$ cat src/rtl/krnl_ctrl_multi_chan_if.sv
// Control/handshake bundle between the SDx control slave, the sequencer and its engines.
// Perf counter signals appear only when KRNL_CTRL_PERF_CNT_EN is defined.
`timescale 1ns/1ps
interface krnl_ctrl_multi_chan_if #(
    parameter int unsigned C_NUM_CHANNELS    = 4,
    parameter int unsigned C_XFER_SIZE_WIDTH = 32
);
    logic                         ap_start;
    logic                         ap_continue;
    logic                         ap_idle;
    logic                         ap_done;
    logic                         ap_ready;
    logic [C_NUM_CHANNELS-1:0]    ctrl_ch_enable;
    logic [C_XFER_SIZE_WIDTH-1:0] ctrl_xfer_size_in_bytes;
    logic [C_XFER_SIZE_WIDTH-1:0] ch_xfer_size_in_bytes;
    logic [C_NUM_CHANNELS-1:0]    ch_start;
    logic [C_NUM_CHANNELS-1:0]    ch_done;

`ifdef KRNL_CTRL_PERF_CNT_EN
    logic                         perf_clear;
    logic [63:0]                  perf_cycles;

    modport slave (
        input  ap_start, ap_continue, ctrl_ch_enable, ctrl_xfer_size_in_bytes, ch_done, perf_clear,
        output ap_idle, ap_done, ap_ready, ch_xfer_size_in_bytes, ch_start, perf_cycles
    );
    modport master (
        output ap_start, ap_continue, ctrl_ch_enable, ctrl_xfer_size_in_bytes, ch_done, perf_clear,
        input  ap_idle, ap_done, ap_ready, ch_xfer_size_in_bytes, ch_start, perf_cycles
    );
`else
    modport slave (
        input  ap_start, ap_continue, ctrl_ch_enable, ctrl_xfer_size_in_bytes, ch_done,
        output ap_idle, ap_done, ap_ready, ch_xfer_size_in_bytes, ch_start
    );
    modport master (
        output ap_start, ap_continue, ctrl_ch_enable, ctrl_xfer_size_in_bytes, ch_done,
        input  ap_idle, ap_done, ap_ready, ch_xfer_size_in_bytes, ch_start
    );
`endif
endinterface

$ cat src/rtl/krnl_ctrl_multi_chan.sv
// Kernel control sequencer: turns ap_start into per-channel start pulses and aggregates channel done.
// Define KRNL_CTRL_PERF_CNT_EN to add the perf_cycles run-length counter.
`timescale 1ns/1ps
module krnl_ctrl_multi_chan #(
    parameter int unsigned C_NUM_CHANNELS       = 4,
    parameter int unsigned C_XFER_SIZE_WIDTH    = 32,
    parameter int unsigned C_DEFAULT_XFER_BYTES = 16384,
    parameter int unsigned C_CHAIN_MODE         = 0
) (
    input  logic                  ap_clk,
    input  logic                  areset,
    krnl_ctrl_multi_chan_if.slave ctrl
);
    localparam int unsigned   NCH      = C_NUM_CHANNELS;
    localparam int unsigned   SW       = C_XFER_SIZE_WIDTH;
    localparam logic [SW-1:0] DEF_SIZE = SW'(C_DEFAULT_XFER_BYTES);
    localparam bit            CHAIN    = (C_CHAIN_MODE != 0);

    typedef enum logic [1:0] {
        S_IDLE  = 2'd0,
        S_START = 2'd1,
        S_RUN   = 2'd2,
        S_DONE  = 2'd3
    } state_t;

    state_t         state;
    state_t         state_nxt;
    logic           ap_start_r;
    logic           start_pulse;
    logic           accept;
    logic [NCH-1:0] mask_q;
    logic [NCH-1:0] sticky_q;
    logic [NCH-1:0] sticky_nxt;
    logic [NCH-1:0] ch_done_q;
    logic [NCH-1:0] done_seen;
    logic [SW-1:0]  size_q;
    logic [SW-1:0]  size_sel;
    logic           ap_idle_q;
    logic           ap_done_q;
    logic           ap_ready_q;
    logic [NCH-1:0] ch_start_q;

    assign start_pulse = ctrl.ap_start & ~ap_start_r;
    assign size_sel    = (ctrl.ctrl_xfer_size_in_bytes == '0) ? DEF_SIZE
                                                             : ctrl.ctrl_xfer_size_in_bytes;
    // Engine done is retimed once, so completion lands two cycles after the final done.
    assign done_seen   = sticky_q | (ch_done_q & mask_q);

    always_ff @(posedge ap_clk or posedge areset) begin
        if (areset) begin
            state <= S_IDLE;
        end else begin
            state <= state_nxt;
        end
    end

    always_comb begin
        state_nxt  = state;
        accept     = 1'b0;
        sticky_nxt = sticky_q;
        case (state)
            S_IDLE: begin
                if (start_pulse) begin
                    state_nxt  = S_START;
                    accept     = 1'b1;
                    sticky_nxt = '0;
                end
            end
            S_START: begin
                state_nxt = (mask_q == '0) ? S_DONE : S_RUN;
            end
            S_RUN: begin
                sticky_nxt = done_seen;
                if (done_seen == mask_q) begin
                    state_nxt = S_DONE;
                end
            end
            S_DONE: begin
                if (!CHAIN || ctrl.ap_continue) begin
                    state_nxt = S_IDLE;
                end
            end
            default: begin
                state_nxt = S_IDLE;
            end
        endcase
    end

    // Run parameters are captured only at acceptance and held for the whole run.
    always_ff @(posedge ap_clk or posedge areset) begin
        if (areset) begin
            ap_start_r <= 1'b0;
            ch_done_q  <= '0;
            sticky_q   <= '0;
            mask_q     <= '0;
            size_q     <= DEF_SIZE;
        end else begin
            ap_start_r <= ctrl.ap_start;
            ch_done_q  <= ctrl.ch_done;
            sticky_q   <= sticky_nxt;
            if (accept) begin
                mask_q <= ctrl.ctrl_ch_enable;
                size_q <= size_sel;
            end
        end
    end

    always_ff @(posedge ap_clk or posedge areset) begin
        if (areset) begin
            ap_idle_q  <= 1'b1;
            ap_done_q  <= 1'b0;
            ap_ready_q <= 1'b0;
            ch_start_q <= '0;
        end else begin
            ap_idle_q  <= (state_nxt == S_IDLE);
            ap_done_q  <= (state_nxt == S_DONE);
            ap_ready_q <= accept;
            ch_start_q <= accept ? ctrl.ctrl_ch_enable : '0;
        end
    end

    assign ctrl.ap_idle               = ap_idle_q;
    assign ctrl.ap_done               = ap_done_q;
    assign ctrl.ap_ready              = ap_ready_q;
    assign ctrl.ch_start              = ch_start_q;
    assign ctrl.ch_xfer_size_in_bytes = size_q;

`ifdef KRNL_CTRL_PERF_CNT_EN
    logic [63:0] perf_q;

    // Counts START+RUN cycles of the current run; frozen in DONE and IDLE.
    always_ff @(posedge ap_clk or posedge areset) begin
        if (areset) begin
            perf_q <= '0;
        end else if (accept || ctrl.perf_clear) begin
            perf_q <= '0;
        end else if ((state == S_START) || (state == S_RUN)) begin
            perf_q <= perf_q + 64'd1;
        end
    end

    assign ctrl.perf_cycles = perf_q;
`endif
endmodule

$ cat src/flat_wrapper.sv
// flat-port wrapper written by rule: the top's interface ports become plain ports
module krnl_ctrl_multi_chan_flat 
#(
    parameter int unsigned C_NUM_CHANNELS       = 4,
    parameter int unsigned C_XFER_SIZE_WIDTH    = 32,
    parameter int unsigned C_DEFAULT_XFER_BYTES = 16384,
    parameter int unsigned C_CHAIN_MODE         = 0
)
  (ap_clk, areset, ctrl_ap_start, ctrl_ap_continue, ctrl_ctrl_ch_enable, ctrl_ctrl_xfer_size_in_bytes, ctrl_ch_done, ctrl_ap_idle, ctrl_ap_done, ctrl_ap_ready, ctrl_ch_xfer_size_in_bytes, ctrl_ch_start);
  krnl_ctrl_multi_chan_if #(.C_NUM_CHANNELS(C_NUM_CHANNELS), .C_XFER_SIZE_WIDTH(C_XFER_SIZE_WIDTH)) ctrl_i ();
  input  logic ap_clk;
  input  logic areset;
  input wire logic [$bits(ctrl_i.ap_start)-1:0] ctrl_ap_start;
  input wire logic [$bits(ctrl_i.ap_continue)-1:0] ctrl_ap_continue;
  input wire logic [$bits(ctrl_i.ctrl_ch_enable)-1:0] ctrl_ctrl_ch_enable;
  input wire logic [$bits(ctrl_i.ctrl_xfer_size_in_bytes)-1:0] ctrl_ctrl_xfer_size_in_bytes;
  input wire logic [$bits(ctrl_i.ch_done)-1:0] ctrl_ch_done;
  output wire logic [$bits(ctrl_i.ap_idle)-1:0] ctrl_ap_idle;
  output wire logic [$bits(ctrl_i.ap_done)-1:0] ctrl_ap_done;
  output wire logic [$bits(ctrl_i.ap_ready)-1:0] ctrl_ap_ready;
  output wire logic [$bits(ctrl_i.ch_xfer_size_in_bytes)-1:0] ctrl_ch_xfer_size_in_bytes;
  output wire logic [$bits(ctrl_i.ch_start)-1:0] ctrl_ch_start;
  assign ctrl_i.ap_start = ctrl_ap_start;
  assign ctrl_i.ap_continue = ctrl_ap_continue;
  assign ctrl_i.ctrl_ch_enable = ctrl_ctrl_ch_enable;
  assign ctrl_i.ctrl_xfer_size_in_bytes = ctrl_ctrl_xfer_size_in_bytes;
  assign ctrl_i.ch_done = ctrl_ch_done;
  assign ctrl_ap_idle = ctrl_i.ap_idle;
  assign ctrl_ap_done = ctrl_i.ap_done;
  assign ctrl_ap_ready = ctrl_i.ap_ready;
  assign ctrl_ch_xfer_size_in_bytes = ctrl_i.ch_xfer_size_in_bytes;
  assign ctrl_ch_start = ctrl_i.ch_start;
  krnl_ctrl_multi_chan #(.C_NUM_CHANNELS(C_NUM_CHANNELS), .C_XFER_SIZE_WIDTH(C_XFER_SIZE_WIDTH), .C_DEFAULT_XFER_BYTES(C_DEFAULT_XFER_BYTES), .C_CHAIN_MODE(C_CHAIN_MODE)) u_core (.ap_clk(ap_clk), .areset(areset), .ctrl(ctrl_i));
endmodule
$ cat config.mk
export PLATFORM = sky130hd
export DESIGN_NAME = krnl_ctrl_multi_chan_flat
export DESIGN_NICKNAME = d
export VERILOG_FILES = /design/src/rtl/krnl_ctrl_multi_chan_if.sv /design/src/rtl/krnl_ctrl_multi_chan.sv /design/src/flat_wrapper.sv
export SDC_FILE = /design/constraint.sdc
export NUM_CORES = 1
export LEC_CHECK = 0
export BUFFER_PORTS_ARGS = -buffer_cell sky130_fd_sc_hd__buf_2
export CAP_MARGIN = 20
export CORE_MARGIN = 5
export CORE_UTILIZATION = 51
export DETAILED_ROUTE_END_ITERATION = 6
export PLACE_DENSITY = 0.89
export RECOVER_POWER = 100
export SETUP_SLACK_MARGIN = 0.5
export SLEW_MARGIN = 20
export SYNTH_ARGS = -nofsm -noshare
export SYNTH_HDL_FRONTEND = slang
export SYNTH_SLANG_ARGS = --single-unit
$ cat constraint.sdc
create_clock -name ap_clk -period 4 [get_ports ap_clk]
set_input_delay 0.8 -clock ap_clk [delete_from_list [all_inputs] [get_ports ap_clk]]
set_output_delay 0.8 -clock ap_clk [all_outputs]
set_load 0.1 [all_outputs]
==> flow_metrics.tcl, run 1 <==
set metrics [dict create \
    syn_nets 265 \
    status "finished, violations left" \
    synth_area_sq_mm 0.00212 \
    endpoint_kind "output port" \
    cap_violations 1 \
    dr_total_vias 1832 \
    layout_commonest_cell "nand2_1" \
    max_freq_ghz 0.396 \
    yosys_warnings 0 \
    placed_area_sq_mm 0.00257 \
    avgSynthCellArea_sq_um 9.75 \
    crit_type "register to output port" \
    worst_ep_required_time_ps 3200 \
    top_layer_used "met4" \
    holdWs_ps 479 \
    synthCells 218 \
    rsz0062_at_grt "false" \
    holdCritPathClass "register to register" \
    drt-initial-drc-count 104 \
    clock_path_buffers 2 \
    slew_headroom_pct -52.8 \
    crit_path_top_delay_cell "clkbuf_1" \
    globalplace.congestion 0.772 \
    n_fill_cell 338 \
    initial_core_util_pct 52.7 \
    period_share_pct 63.2 \
    die_area_sq_mm 0.00556 \
    rows 23 \
    core-area_sq_mm 0.00403 \
    cp-start-kind "register" \
    grt_usage_pct 19.6 \
    drive_gt1_share_pct 18.6 \
    clock_latency_ps 300 \
    antenna_found_initial 0 \
    crit_family "buffers and inverters" \
    fin_area_sq_mm 0.00266 \
    ys_seq_area_share_pct 63.7 \
    finClkSkew_ps 6.06 \
    synth.distinct_cells 27 \
    worstPathMaxFanout 2 \
    critPathArrivalTime_ps 1730 \
    violations "max-capacitance violations, max-slew violations" \
    routed_wl_mm 5.00 \
    worstPathCellList "clkbuf_1" \
    cp_num_buf_inv 1 \
    htree_levels 2 \
    ys_ff_latch 54 \
    layout.cells.most_common_list "nand2_1 (95), dfrtp_1 (52), buf_2 (41)" \
    die_w_um 74.5 \
    numCtsBuffers 5 \
    wl_met2_mm 2.47 \
    met3_length_um 443 \
    postRouteAntennaNets 0 \
    hpwl_mm 3.55 \
    routedWlPerCell_um 14.3 \
    tns_ps 0 \
    slew_violations 55 \
    worst_pin_slew_ps 2280 \
    synthToLayoutAreaGrowth_pct 25.3 \
    overflow 0 \
    portBuffers 81 \
    drtPass1Iterations 4 \
    grt_max_degree 55 \
    ctsHoldBuffers 0 \
    grt_pass1_wl_mm 8.18 \
    wirelength_met1_mm 2.00 \
    cts_root_buf "clkbuf_8" \
    fp.dieH_um 74.5 \
    path_clk_slew_ps 90 \
    tritoncts "built" \
    dp_slack_ps 1650 \
    diodes 0 \
    finalHoldViolCount 0 \
    setup_ws_ps 1470 \
    postCtsSetupBuffers 0 \
    ctsResizeCount 0 \
    clock_sinks 54 \
    detail_route.vias_per_cell 5.22 \
    setup_viol 0 \
    io_pins 83 \
    slowest_delay_ps 880 \
    fin_nets 347 \
    min_period_ps 2530 \
    grt_pass1_vias 1785 \
    drc 0 \
]
## worst paths after layout
check / from / to / slack [ps] / cells past startpoint
max in group asynchronous: areset / u_core.ctrl.ch_start[0] / 1880 / 2
min in group asynchronous: areset / u_core.ctrl.ch_xfer_size_in_bytes[17] / 1100 / 2
setup reg to reg: u_core.state[0] / u_core.mask_q[0] / 1500 / 7
hold reg to reg: u_core.ctrl.ch_xfer_size_in_bytes[17] / u_core.ctrl.ch_xfer_size_in_bytes[17] / 480 / 2
hold / removal: u_core.ctrl.ch_xfer_size_in_bytes[17] / u_core.ctrl.ch_xfer_size_in_bytes[17] / 480 / 2
setup / recovery: u_core.ctrl.ch_xfer_size_in_bytes[14] / ctrl_ch_xfer_size_in_bytes[14] / 1470 / 1
## Yosys cell counts
| library cell | n | area share, % |
|---|---|---|
| a211oi_1 | 1 | 0.35 |
| a21boi_1 | 1 | 0.35 |
| a21o_1 | 3 | 1.1 |
| a21o_2 | 1 | 0.41 |
| a21oi_1 | 6 | 1.4 |
| a221oi_1 | 1 | 0.41 |
| a222oi_1 | 1 | 0.47 |
| a31oi_1 | 5 | 1.5 |
| and2_1 | 4 | 1.2 |
| and3b_1 | 1 | 0.41 |
| buf_2 | 4 | 0.94 |
| clkbuf_1 | 3 | 0.53 |
| dfrtp_1 | 52 | 61 |
| dfstp_2 | 2 | 2.5 |
| ha_1 | 3 | 1.8 |
| inv_1 | 7 | 1.2 |
| inv_2 | 2 | 0.35 |
| nand2_1 | 95 | 17 |
| nand2b_1 | 2 | 0.59 |
| nand3_1 | 1 | 0.24 |
| nand3b_2 | 1 | 0.53 |
| nand4_1 | 2 | 0.59 |
| nor2_1 | 7 | 1.2 |
| nor3b_1 | 2 | 0.71 |
| nor4_1 | 9 | 2.6 |
| o21a_1 | 1 | 0.35 |
| o21ai_0 | 1 | 0.24 |
## sequential cells by signal (all words and copies together), names as in the netlist
| name | flops |
|---|---|
| u_core.sticky_q | 4 |
| u_core.ctrl.ch_start | 4 |
| u_core.ch_done_q | 4 |
| u_core.ctrl.ap_ready | 1 |
| u_core.ctrl.ch_xfer_size_in_bytes | 32 |
| u_core.ctrl.ap_idle | 1 |
| u_core.mask_q | 4 |
| u_core.state | 2 |
| u_core.ctrl.ap_done | 1 |
| u_core.ap_start_r | 1 |
## through the flow
step	util, %	cells
2_1_floorplan	-	218
3_3_place_gp	63.8	343
3_5_place_dp	63.8	343
4_1_cts	67.3	351
5_1_grt	66.1	351
6_report	66.1	351
## cell type report
class | instances | area (sq um) | area share (%)
flip-flops and latches | 54 | 1350 | 50.8
clock buffers | 6 | 82.6 | 3.10
clock inverters | 2 | 60.1 | 2.26
inverters | 9 | 35.0 | 1.32
well taps | 50 | 62.6 | 2.35
repair buffers | 82 | 363 | 13.6
multi-input cells | 148 | 706 | 26.5
## routing by layer
| metal | vias up | track usage (%) |
|---|---|---|
| met1 | 877 | 24.5 |
| met2 | 81 | 31.5 |
| met3 | 10 | 6.89 |
| met4 | 0 | 7.11 |
| met5 | - | 0 |
| li1 | 864 | - |
## logic make-up after synthesis
family	synth area share (%)
AOI/OAI and AO/OA	6.54
DFF	63.7
and+or+nand+nor	24.9
adders and majority gates	1.77
buffers and inverters	3.06
Power of run 1 is not shown: default switching activity piles up to over one toggle a cycle in this logic, so the estimate is an artifact.
==> run 2: changes to the inputs <==
--- a/config.mk
+++ b/config.mk
@@ -8,9 +8,9 @@
 export BUFFER_PORTS_ARGS = -buffer_cell sky130_fd_sc_hd__buf_2
 export CAP_MARGIN = 20
 export CORE_MARGIN = 5
-export CORE_UTILIZATION = 51
+export CORE_UTILIZATION = 48
 export DETAILED_ROUTE_END_ITERATION = 6
-export PLACE_DENSITY = 0.89
+export PLACE_DENSITY = 0.85
 export RECOVER_POWER = 100
 export SETUP_SLACK_MARGIN = 0.5
 export SLEW_MARGIN = 20
==> constraint.sdc (replaced) <==
create_clock -name ap_clk -period 2.4 [get_ports ap_clk]
set_input_delay 0.48 -clock ap_clk [delete_from_list [all_inputs] [get_ports ap_clk]]
set_output_delay 0.48 -clock ap_clk [all_outputs]
set_load 0.1 [all_outputs]
==> run 2 against run 1 <==
Against the previous run:
- the run now ends clean
- worst hold slack worse by 300 ps
- core utilization down 5.2 points
- clock-buffer cell count unchanged
- routed wire length up 0.20%
- die area up 5.4%
==> flow_metrics.tcl, run 2 (same netlist as run 1, synthesis figures left out) <==
set metrics [dict create \
    core-area_sq_mm 0.00432 \
    postRouteAntennaNets 0 \
    postCtsSetupBuffers 0 \
    layout.cells.most_common_list "nand2_1 (95), dfrtp_1 (52), clkbuf_1 (41), buf_2 (41), nor4_1 (9)" \
    cp-start-kind "register" \
    drt-initial-drc-count 50 \
    slew_violations 0 \
    worst_pin_slew_ps 1190 \
    grt_pass1_vias 1933 \
    worstPathMaxFanout 2 \
    antenna_found_initial 0 \
    clock_latency_ps 310 \
    dp_slack_ps 594 \
    overflow 0 \
    slew_headroom_pct 21.0 \
    cap_violations 0 \
    die_area_sq_mm 0.00586 \
    rsz0062_at_grt "false" \
    clock_path_buffers 2 \
    worst_ep_required_time_ps 1920 \
    fin_cells 356 \
    drive_gt1_share_pct 18.8 \
    detail_route.vias_per_cell 5.06 \
    worstPathCellList "clkbuf_1" \
    htree_levels 2 \
    hpwl_mm 3.75 \
    crit_family "buffers and inverters" \
    die_w_um 76.5 \
    layout_commonest_cell "nand2_1" \
    holdCritPathClass "input pin to asynchronous set/reset pin" \
    finClkSkew_ps 8.40 \
    max_freq_ghz 0.488 \
    initial_core_util_pct 49.1 \
    setup_ws_ps 352 \
    numCtsBuffers 5 \
    drc 0 \
    utilization_pct 60.9 \
    period_share_pct 85.4 \
    cp_num_buf_inv 1 \
    fp.dieH_um 76.5 \
    finalHoldViolCount 0 \
    routedWlPerCell_um 14.1 \
    place_inst 348 \
    routed_wl_mm 5.01 \
    status "finished clean" \
    portBuffers 81 \
    min_period_ps 2050 \
    rows 24 \
    clock_sinks 54 \
    grt_max_degree 42 \
    tritoncts "built" \
    path_clk_slew_ps 100 \
    cts_root_buf "clkbuf_8" \
    io_pins 83 \
    diodes 0 \
    tns_ps 0 \
    largest_reg_flops 32 \
    drtPass1Iterations 4 \
    globalplace.congestion 0.819 \
    dr_total_vias 1801 \
    crit_type "register to output port" \
    endpoint_kind "output port" \
    crit_path_top_delay_cell "clkbuf_1" \
    grt_usage_pct 18.1 \
    fin_nets 350 \
    slowest_delay_ps 880 \
    critPathArrivalTime_ps 1570 \
    synthToLayoutAreaGrowth_pct 23.9 \
    setup_viol 0 \
    grt_pass1_wl_mm 8.65 \
]
==> run 2: final timing paths <==
check / start / endpoint / slack, ps / depth (start not counted)
setup / recovery: u_core.ctrl.ch_xfer_size_in_bytes[6] / ctrl_ch_xfer_size_in_bytes[6] / 350 / 1
hold / removal: areset / u_core.ctrl.ap_ready / 180 / 2
setup reg to reg: u_core.state[0] / u_core.ctrl.ch_xfer_size_in_bytes[29] / 490 / 7
hold reg to reg: u_core.ctrl.ch_xfer_size_in_bytes[4] / u_core.ctrl.ch_xfer_size_in_bytes[4] / 480 / 2
max in group asynchronous: areset / u_core.ctrl.ch_xfer_size_in_bytes[9] / 780 / 3
min in group ap_clk: ctrl_ch_done[0] / u_core.ch_done_q[0] / 270 / 1
==> run 2: final cells by class <==
cell class / instances / area [sq um]
clock buffers: 6 / 72.6
clock inverters: 2 / 17.5
fillers: 414 / 1690
inverters: 9 / 33.8
multi-input cells: 148 / 706
flip-flops and latches: 54 / 1350
well taps: 52 / 65.1
repair buffers: 85 / 384
==> run 2: timing repair <==
action | 4_1_cts | 5_1_grt
hold buffers | 0 | 0
setup endpoints to repair | 0 | 4
gates resized for setup | 0 | 1
==> run 2: per-stage QoR <==
stage | hold slack, ps | cell area (sq um)
after global placement | 429 | 2590
after detailed placement | 438 | 2590
after floorplan | 507 | 2120
final | 180 | 2630
after global routing | 220 | 2630
after CTS | 85.7 | 2680
==> run 2: metal layers <==
metal	vias to the layer above	wire, um	GRT usage, %
met5	-	0	0
met4	0	91	6.12
met3	10	428	5.67
met2	70	2480	30.6
met1	848	2010	21.8
li1	873	-	-
Power of run 2 is left out for the same reason.
